`config.mk`:
```
export PLATFORM = sky130hd
export DESIGN_NAME = adder_result_accumulator
export DESIGN_NICKNAME = d
export VERILOG_FILES = /design/src/rtl/adder_result_accumulator.sv
export SDC_FILE = /design/constraint.sdc
export NUM_CORES = 1
export LEC_CHECK = 0
export ABC_AREA = 1
export CELL_PAD_IN_SITES_DETAIL_PLACEMENT = 0
export CELL_PAD_IN_SITES_GLOBAL_PLACEMENT = 1
export CORE_MARGIN = 1.5
export CORE_UTILIZATION = 46
export DETAILED_ROUTE_END_ITERATION = 7
export DONT_BUFFER_PORTS = 1
export PLACE_DENSITY = 0.93
export SLEW_MARGIN = 15
export SYNTH_ARGS = -nofsm -noshare
export SYNTH_HDL_FRONTEND = slang
export SYNTH_SLANG_ARGS = --single-unit
```
`constraint.sdc`:
```
create_clock -name clk -period 2.91 [get_ports clk]
set_input_delay 0.582 -clock clk [delete_from_list [all_inputs] [get_ports clk]]
set_output_delay 0.582 -clock clk [all_outputs]
set_load 0.005 [all_outputs]
```
`src/rtl/adder_result_accumulator.sv`:
```
// Accumulates COUNT_MAX {cout,sum} adder results, then offers the batch total on a valid/ready port.
// Define ACC_SATURATE_EN to clamp the total at all-ones on overflow instead of wrapping.
module adder_result_accumulator #(
   parameter int unsigned DATA_W    = 4,
   parameter int unsigned ACC_W     = 12,
   parameter int unsigned COUNT_MAX = 8,
   localparam int unsigned CNT_W    = $clog2(COUNT_MAX + 1)
) (
   input  logic              clk,
   input  logic              rst,
   input  logic              clear,
   input  logic              in_valid,
   output logic              in_ready,
   input  logic [DATA_W-1:0] sum,
   input  logic              cout,
   output logic              out_valid,
   input  logic              out_ready,
   output logic [ACC_W-1:0]  acc_out,
   output logic [CNT_W-1:0]  batch_count,
   output logic              overflow
);

   typedef enum logic {StAccum, StDone} state_e;

   state_e             state_q;
   logic [ACC_W-1:0]   acc_q;
   logic [CNT_W-1:0]   count_q;
   logic               ovf_q;

   logic [ACC_W:0]     sample_ext;
   logic [ACC_W:0]     add_full;
   logic [ACC_W-1:0]   acc_next;

   always_comb begin
      sample_ext = (ACC_W + 1)'({cout, sum});
      add_full   = {1'b0, acc_q} + sample_ext;
`ifdef ACC_SATURATE_EN
      acc_next   = add_full[ACC_W] ? {ACC_W{1'b1}} : add_full[ACC_W-1:0];
`else
      acc_next   = add_full[ACC_W-1:0];
`endif
   end

   always_ff @(posedge clk) begin
      if (rst || clear) begin
         state_q <= StAccum;
         acc_q   <= '0;
         count_q <= '0;
         ovf_q   <= 1'b0;
      end else begin
         unique case (state_q)
            StAccum: begin
               if (in_valid) begin
                  acc_q   <= acc_next;
                  count_q <= count_q + CNT_W'(1);
                  if (add_full[ACC_W]) ovf_q <= 1'b1;
                  if (count_q == CNT_W'(COUNT_MAX - 1)) state_q <= StDone;
               end
            end
            StDone: begin
               // in_valid is ignored here; the total holds until the consumer takes it
               if (out_ready) begin
                  state_q <= StAccum;
                  acc_q   <= '0;
                  count_q <= '0;
                  ovf_q   <= 1'b0;
               end
            end
         endcase
      end
   end

   assign in_ready    = (state_q == StAccum);
   assign out_valid   = (state_q == StDone);
   assign acc_out     = acc_q;
   assign batch_count = count_q;
   assign overflow    = ovf_q;

endmodule

```
# Word-level counts from Yosys, hierarchy flattened

Cells that the tools add are included.

Input bits: 10
Register bits after elaboration: 18
Word-level logic and storage cells: 28

Add/sub/neg operators: 2
Mux-type cells: 14
Reductions and logical operators: 3
Bitwise operators: 1
Equality and inequality tests: 4

Operators by type and width:

| operator              | number |
|---|---|
| $mux W12              | 2 |
| $pmux W12 S2          | 1 |
| $add A12 B5 Y13       | 1 |
| $mux W4               | 2 |
| $pmux W4 S2           | 1 |
| $mux W1               | 6 |
| $add A4 B1 Y4 const B | 1 |
| $eq A4 B3 Y1 const B  | 1 |
| $ne A2 B2 Y1 const B  | 2 |
| $pmux W1 S2           | 2 |
| $reduce_and A3 Y1     | 1 |
| $ne A2 B1 Y1 const B  | 1 |
| $reduce_and A2 Y1     | 1 |
| $logic_or A1 B1 Y1    | 1 |
| $not A1 Y1            | 1 |

# Logic depth before layout (Yosys ltp)

Gate-level depths: netlist (run 1).

Depth in word-level cells: 4
Depth in mapped cells: 9
Mapped depth without buffers: 9

# Worst setup path before layout (run 1)

No wires, ideal clock.

Path kind: input to register
Start: input sum[0]
End: register acc_q[10], in the netlist acc_out[10]
Path buffers: 0
Data arrival time: 1.689 ns
Stages: 8
Path slack: 1.106 ns
Path through: ha_1 -> fa_1 -> nand2_1 -> nand3_1 -> nand3_1 -> nand2_2 -> a21oi_1 -> nor2_1

Longest elaborated chain between the ends: 3

Ends and longest elaborated chain:

| what                 | line | RTL |
|---|---|---|
| from (decl)          | 14   | `input logic [DATA_W-1:0] sum,` |
| $add A12 B5 Y13      | 36   | `add_full = {1'b0, acc_q} + sample_ext;` |
| $mux W12             | 53   | `if (in_valid) begin` |
| $pmux W12 S2         | 51   | `unique case (state_q)` |
| to (signal assigned) | 54   | `acc_q <= acc_next;` |
| to (decl)            | 26   | `logic [ACC_W-1:0] acc_q;` |

No other way between the ends. The select of a mux whose other input is x is not followed.
A chain may end at the register's enable or synchronous reset.

# Final worst setup path (run 1)

Start: register acc_q[0], in the netlist acc_out[0]
End: register acc_q[8], in the netlist acc_out[8]

Longest elaborated chain between the ends: 3

Ends and longest elaborated chain:

| what            | line |
|---|---|
| $add A12 B5 Y13 | 36 |
| $mux W12        | 53 |
| $pmux W12 S2    | 51 |

No other way between the ends. The select of a mux whose other input is x is not followed.

==> flow_summary.yaml, run 1 <==
run_status:
  outcome: "finished, final reports clean"
sta:
  setup-tns-final_ns: 0
  post-route-min-period_ns: 1.68
  finalHoldViolCount: 0
  finalSetupViolCount: 0
  hold_ws_ns: 0.457
  fmax_ghz: 0.596
  relSlewSlack: 0.811
  rsz0062_at_grt: "no"
  drv_slew: 0
  finalCritPeriodShare: 0.576
  worst_clock_skew_ns: 0.00191
  worst_pin_slew_ns: 0.283
worst_setup_path:
  critical_path_class: "reg -> reg"
  cp_common_cell: "nand2_1"
  path_cells: "ha_1, fa_1, nand2_1, nand3_1, nand3b_1, nand2_1, nand3_1, nand2_1, nor2_1"
  worstPathArrival_ns: 1.92
  worst-path-buf-inv: 0
  crit_family: "simple AND/OR/NAND/NOR gates"
  max_stage_delay_ns: 0.40
  critPathRequiredTime_ns: 3.15
  crit_path_top_delay_cell: "fa_1"
  critical_path_peak_fanout: 4
  start_kind: "register"
  cp-end-kind: "register"
logic_synthesis:
  yosysUniqueCellTypes: 21
  yosysSeqAreaShare: 0.340
  synth_flop_cell: "dfxtp_1"
  synth_fp_nets: 167
  avgSynthCellArea_sq_um: 7.07
  synthCells: 150
  netlist_area_sq_um: 1060
  ys_ff_latch: 18
  synthArstFlopShare: 0
  ys_warn_count: 0
  synth_edf_count: 0
global_route:
  grt_max_degree: 11
  grt_pass1_wl_mm: 4.14
  grt_usage: 0.209
  gr-total-overflow: 0
  grt_pass1_vias: 965
  antenna_found_initial: 0
floorplan:
  num_io_pins: 29
  die_h_um: 51.0
  row_count: 17
  die_width_um: 51.0
  initial_core_util: 0.484
  die-area_sq_um: 2600
  core_area_sq_um: 2190
detailed_routing:
  wl_per_cell_um: 12.8
  dr_wl_met3_um: 183
  initialDrtViolationCount: 17
  routed_wl_mm: 2.33
  vias: 987
  ant_nets: 0
  wl_met2_mm: 1.05
  vias_per_cell: 5.42
  routed.top_layer: "met4"
  m1WireLength_mm: 1.06
  drtPass1Iterations: 4
  drc: 0
clock_tree:
  cts_setup_buffers: 0
  cts_buffer_depth: 2
  ctsResizeCount: 0
  cts_buffers: 3
  clock_latency_ns: 0.29
  root_buffer: "clkbuf_4"
  tritoncts: "built"
  cts_sinks: 18
  cts_htree_levels: 1
  holdBufCountCts: 0
  path_clk_slew_ns: 0.10
finish:
  num-nets-final: 172
  fin_area_sq_um: 1130
  diodes: 0
  synthToLayoutAreaGrowth_pct: 6.72
  layout_common_cells: "39 x nand2_1, 19 x a21oi_1, 18 x inv_1, 18 x dfxtp_1"
  final_util: 0.517
  nFillCells: 237
  drive_gt1_frac: 0.104
  final_common_cell: "nand2_1"
placed_design:
  placed_cell_area_sq_um: 1100
  post-dp-hpwl_mm: 1.81
  io_buffers: 0
  routabilityCongestion: 0.809
pwr:
  p_seq_frac: 0.555
  internal_power_mw: 0.343
  p_sw_mw: 0.116
  pwr-share-comb: 0.108
  power.density_nw_per_um2: 405
  peakVddDrop_mv: 0.243
  p_clk_frac: 0.337
  p_sw_frac: 0.253
  leakagePower_nw: 0.500
run:
  max-cap-violations: 0
worst_hold_path:
  hold_class: "in -> reg"
-- sequential cells by signal (all words and copies together) (netlist names) --
name,count
acc_out,12
batch_count,4
out_valid,1
overflow,1
-- cells in the mapped netlist (2+ instances only) --
cell type  instances  share of area
nand2_1           39           0.14
a21oi_1           19          0.090
dfxtp_1           18           0.34
inv_1             18          0.064
nand3_1           12          0.057
nor2_1            12          0.042
ha_1               6          0.071
nand2_2            4          0.024
nand4_1            4          0.024
inv_2              3          0.011
nand3_4            2          0.033
nand3b_1           2          0.014
o21ai_0            2         0.0094
o21ai_1            2         0.0094
-- metal layers --
layer | track usage | up-vias
li1 | - | 498
met1 | 0.260 | 449
met2 | 0.325 | 36
met3 | 0.0789 | 4
met4 | 0.0811 | 0
met5 | 0 | -
-- worst register-to-register path, delay by kind of cell (launching register included) --
| kind | cells | cell delay, ns |
|---|---|---|
| adder cells (fa/ha/maj) | 2 | 0.62 |
| flip-flops | 1 | 0.35 |
| AND/OR/NAND/NOR | 7 | 0.65 |
-- final timing paths --
kind | start | end | slack, ns | depth (start not counted)
worst max-delay path | acc_out[0] | acc_out[8] | 1.23 | 9
worst min-delay path | in_valid | out_valid | 0.46 | 2
worst max register to register | acc_out[0] | acc_out[8] | 1.23 | 9
worst min register to register | overflow | overflow | 0.49 | 2
-- cell families after synthesis --
group	synth area share
flops	0.340
buf+inv	0.0743
simple gates	0.381
fa+ha+maj	0.0896
compound gates	0.116
-- metrics by stage --
stage	cells	power (mW)	setup WS (ns)
final	182	0.459	1.23
after global routing	182	0.487	1.06
after CTS	182	0.463	1.23
after detailed placement	178	0.309	1.00
after global placement	178	0.308	1.03
after floorplan	150	0.299	1.11
-- final cells by class --
cell class / count / area, sq um / share of cell area
Clock buffer: 4 / 36.3 / 0.0320
Sequential cell: 18 / 360 / 0.318
Inverter: 21 / 78.8 / 0.0696
Multi-Input combinational cell: 111 / 622 / 0.549
Tap cell: 28 / 35.0 / 0.0309
-- power groups by stage --
stage          Combinational [mW]  Clock, mW  Sequential [mW]
6_report                   0.0495      0.155            0.255
3_3_place_gp               0.0480          0            0.260
4_1_cts                    0.0490      0.160            0.255
5_1_grt                    0.0574      0.174            0.256
2_1_floorplan              0.0398          0            0.259
3_5_place_dp               0.0487          0            0.260
Note: power is estimated with default switching activity, not from simulation.
==> run 2, diff against run 1 <==
- CORE_UTILIZATION: 46 -> 38
- PLACE_DENSITY: 0.93 -> 0.84
- clock period: 2.91 -> 1.37 ns (I/O delays scaled with it)
==> flow_summary.yaml, run 2 (synthesis gave the netlist of run 1 again) <==
pwr:
  power.density_nw_per_um2: 768
  internal_power_mw: 0.764
  p_total_mw: 1.05
  peakVddDrop_mv: 0.567
  leakagePower_nw: 0.569
  p_clk_frac: 0.333
  p_sw_frac: 0.272
  p_sw_mw: 0.285
  pwr-share-comb: 0.152
  p_seq_frac: 0.515
sta:
  setup_ws_ns: -0.131
  rsz0062_at_grt: "yes"
  finalHoldViolCount: 0
  drv_slew: 0
  finalCritPeriodShare: 1.10
  post-route-min-period_ns: 1.50
  worst_pin_slew_ns: 0.290
  finalSetupViolCount: 6
  setup-tns-final_ns: -0.517
  worst_clock_skew_ns: 0.00662
  relSlewSlack: 0.807
  fmax_ghz: 0.666
clock_tree:
  tritoncts: "built"
  root_buffer: "clkbuf_4"
  path_clk_slew_ns: 0.12
  clock_latency_ns: 0.30
  cts_sinks: 18
  cts_htree_levels: 1
  cts_buffer_depth: 2
  cts_buffers: 3
finish:
  synthToLayoutAreaGrowth_pct: 28.8
  largest_register_ffs: 12
  final_common_cell: "nand2_1"
  num-nets-final: 183
  fin_area_sq_um: 1370
  layout_common_cells: "34 x nand2_1, 18 x inv_1, 14 x dfxtp_1"
  diodes: 0
  final_util: 0.532
  nFillCells: 266
  drive_gt1_frac: 0.321
detailed_routing:
  routed_wl_mm: 2.52
  vias: 1019
  wl_per_cell_um: 12.9
  ant_nets: 0
  drtPass1Iterations: 3
  vias_per_cell: 5.23
  initialDrtViolationCount: 26
  drc: 0
run:
  max-cap-violations: 0
worst_setup_path:
  critPathRequiredTime_ns: 1.61
  worstPathArrival_ns: 1.74
  start_kind: "register"
  critical_path_class: "reg -> reg"
  critical_path_peak_fanout: 2
  cp-end-kind: "register"
floorplan:
  row_count: 18
  die_h_um: 55.8
  core_area_sq_um: 2570
  die-area_sq_um: 3120
  die_width_um: 55.8
  num_io_pins: 29
  initial_core_util: 0.413
placed_design:
  post-dp-hpwl_mm: 1.85
  routabilityCongestion: 0.829
  io_buffers: 0
  dp_slack_ns: -0.0871
  placed_cell_area_sq_um: 1200
global_route:
  antenna_found_initial: 0
  grt_max_degree: 11
  busiest_layer: "met2"
  met2_usage: 0.255
  grt_pass1_wl_mm: 4.04
  gr-total-overflow: 0
  grt_usage: 0.162
  grt_pass1_vias: 941
  grtUsageMet3: 0.0512
  use_met1: 0.206
run_status:
  outcome: "complete, but fails checks"
  violations: "negative setup slack"
worst_hold_path:
  hold_class: "in -> reg"
## run 2: cell count changes in the layout (fill, tap and decap cells not counted), moves of 3 or more
cell / delta
nand2_1: -5
a21oi_2: +6
dfxtp_2: +3
nand2_2: +4
nand3_1: -5
ha_1: -5
ha_4: +5
a21oi_1: -6
dfxtp_1: -4
buf_4: +10
nand3_2: +4
## run 2: stage by stage
step,hold slack (ns),cells
finish,0.133,195
global route,0.141,195
CTS,0.131,194
detailed placement,0.454,190
global placement,0.447,190
floorplan,0.441,150
## run 2: power groups by stage
stage / logic (mW) / clock network [mW] / registers [mW]
final: 0.160 / 0.349 / 0.541
after global routing: 0.181 / 0.369 / 0.542
after CTS: 0.133 / 0.357 / 0.539
after detailed placement: 0.130 / 0 / 0.551
after global placement: 0.129 / 0 / 0.551
after floorplan: 0.0876 / 0 / 0.552
## run 2: worst max-delay path: stages, from the launching register on
cell     delay [ns]
dfxtp_2        0.35
ha_4           0.16
fa_2           0.34
buf_4          0.14
buf_6          0.11
a21oi_2        0.12
o21ai_1        0.08
a21oi_1        0.13
## run 2: layout make-up
type	instances	area, sq um	share of cell area
timing repair buffer	11	86.3	0.0632
tap	30	37.5	0.0275
sequential	18	368	0.269
multi-input combinational	111	759	0.556
clock buffer	4	36.3	0.0266
inverter	21	78.8	0.0577
## run 2: final timing paths
path	start	to	slack [ns]	depth (start not counted)
hold reg to reg	overflow	overflow	0.48	2
setup / recovery	acc_out[0]	acc_out[2]	-0.13	7
hold / removal	in_valid	out_valid	0.13	2
setup reg to reg	acc_out[0]	acc_out[2]	-0.13	7
## run 2: per-layer routing
metal,wire (um),vias up
met5,0,-
li1,-,517
met4,34,0
met3,142,4
met2,1120,25
met1,1220,473
## run 2: repair_timing
action	4_1_cts	5_1_grt
resized for setup	3	22
pin swaps	1	8
hold buffers	0	0
hold endpoints to repair	0	0
endpoints found under the setup margin	6	10
setup buffers	0	1
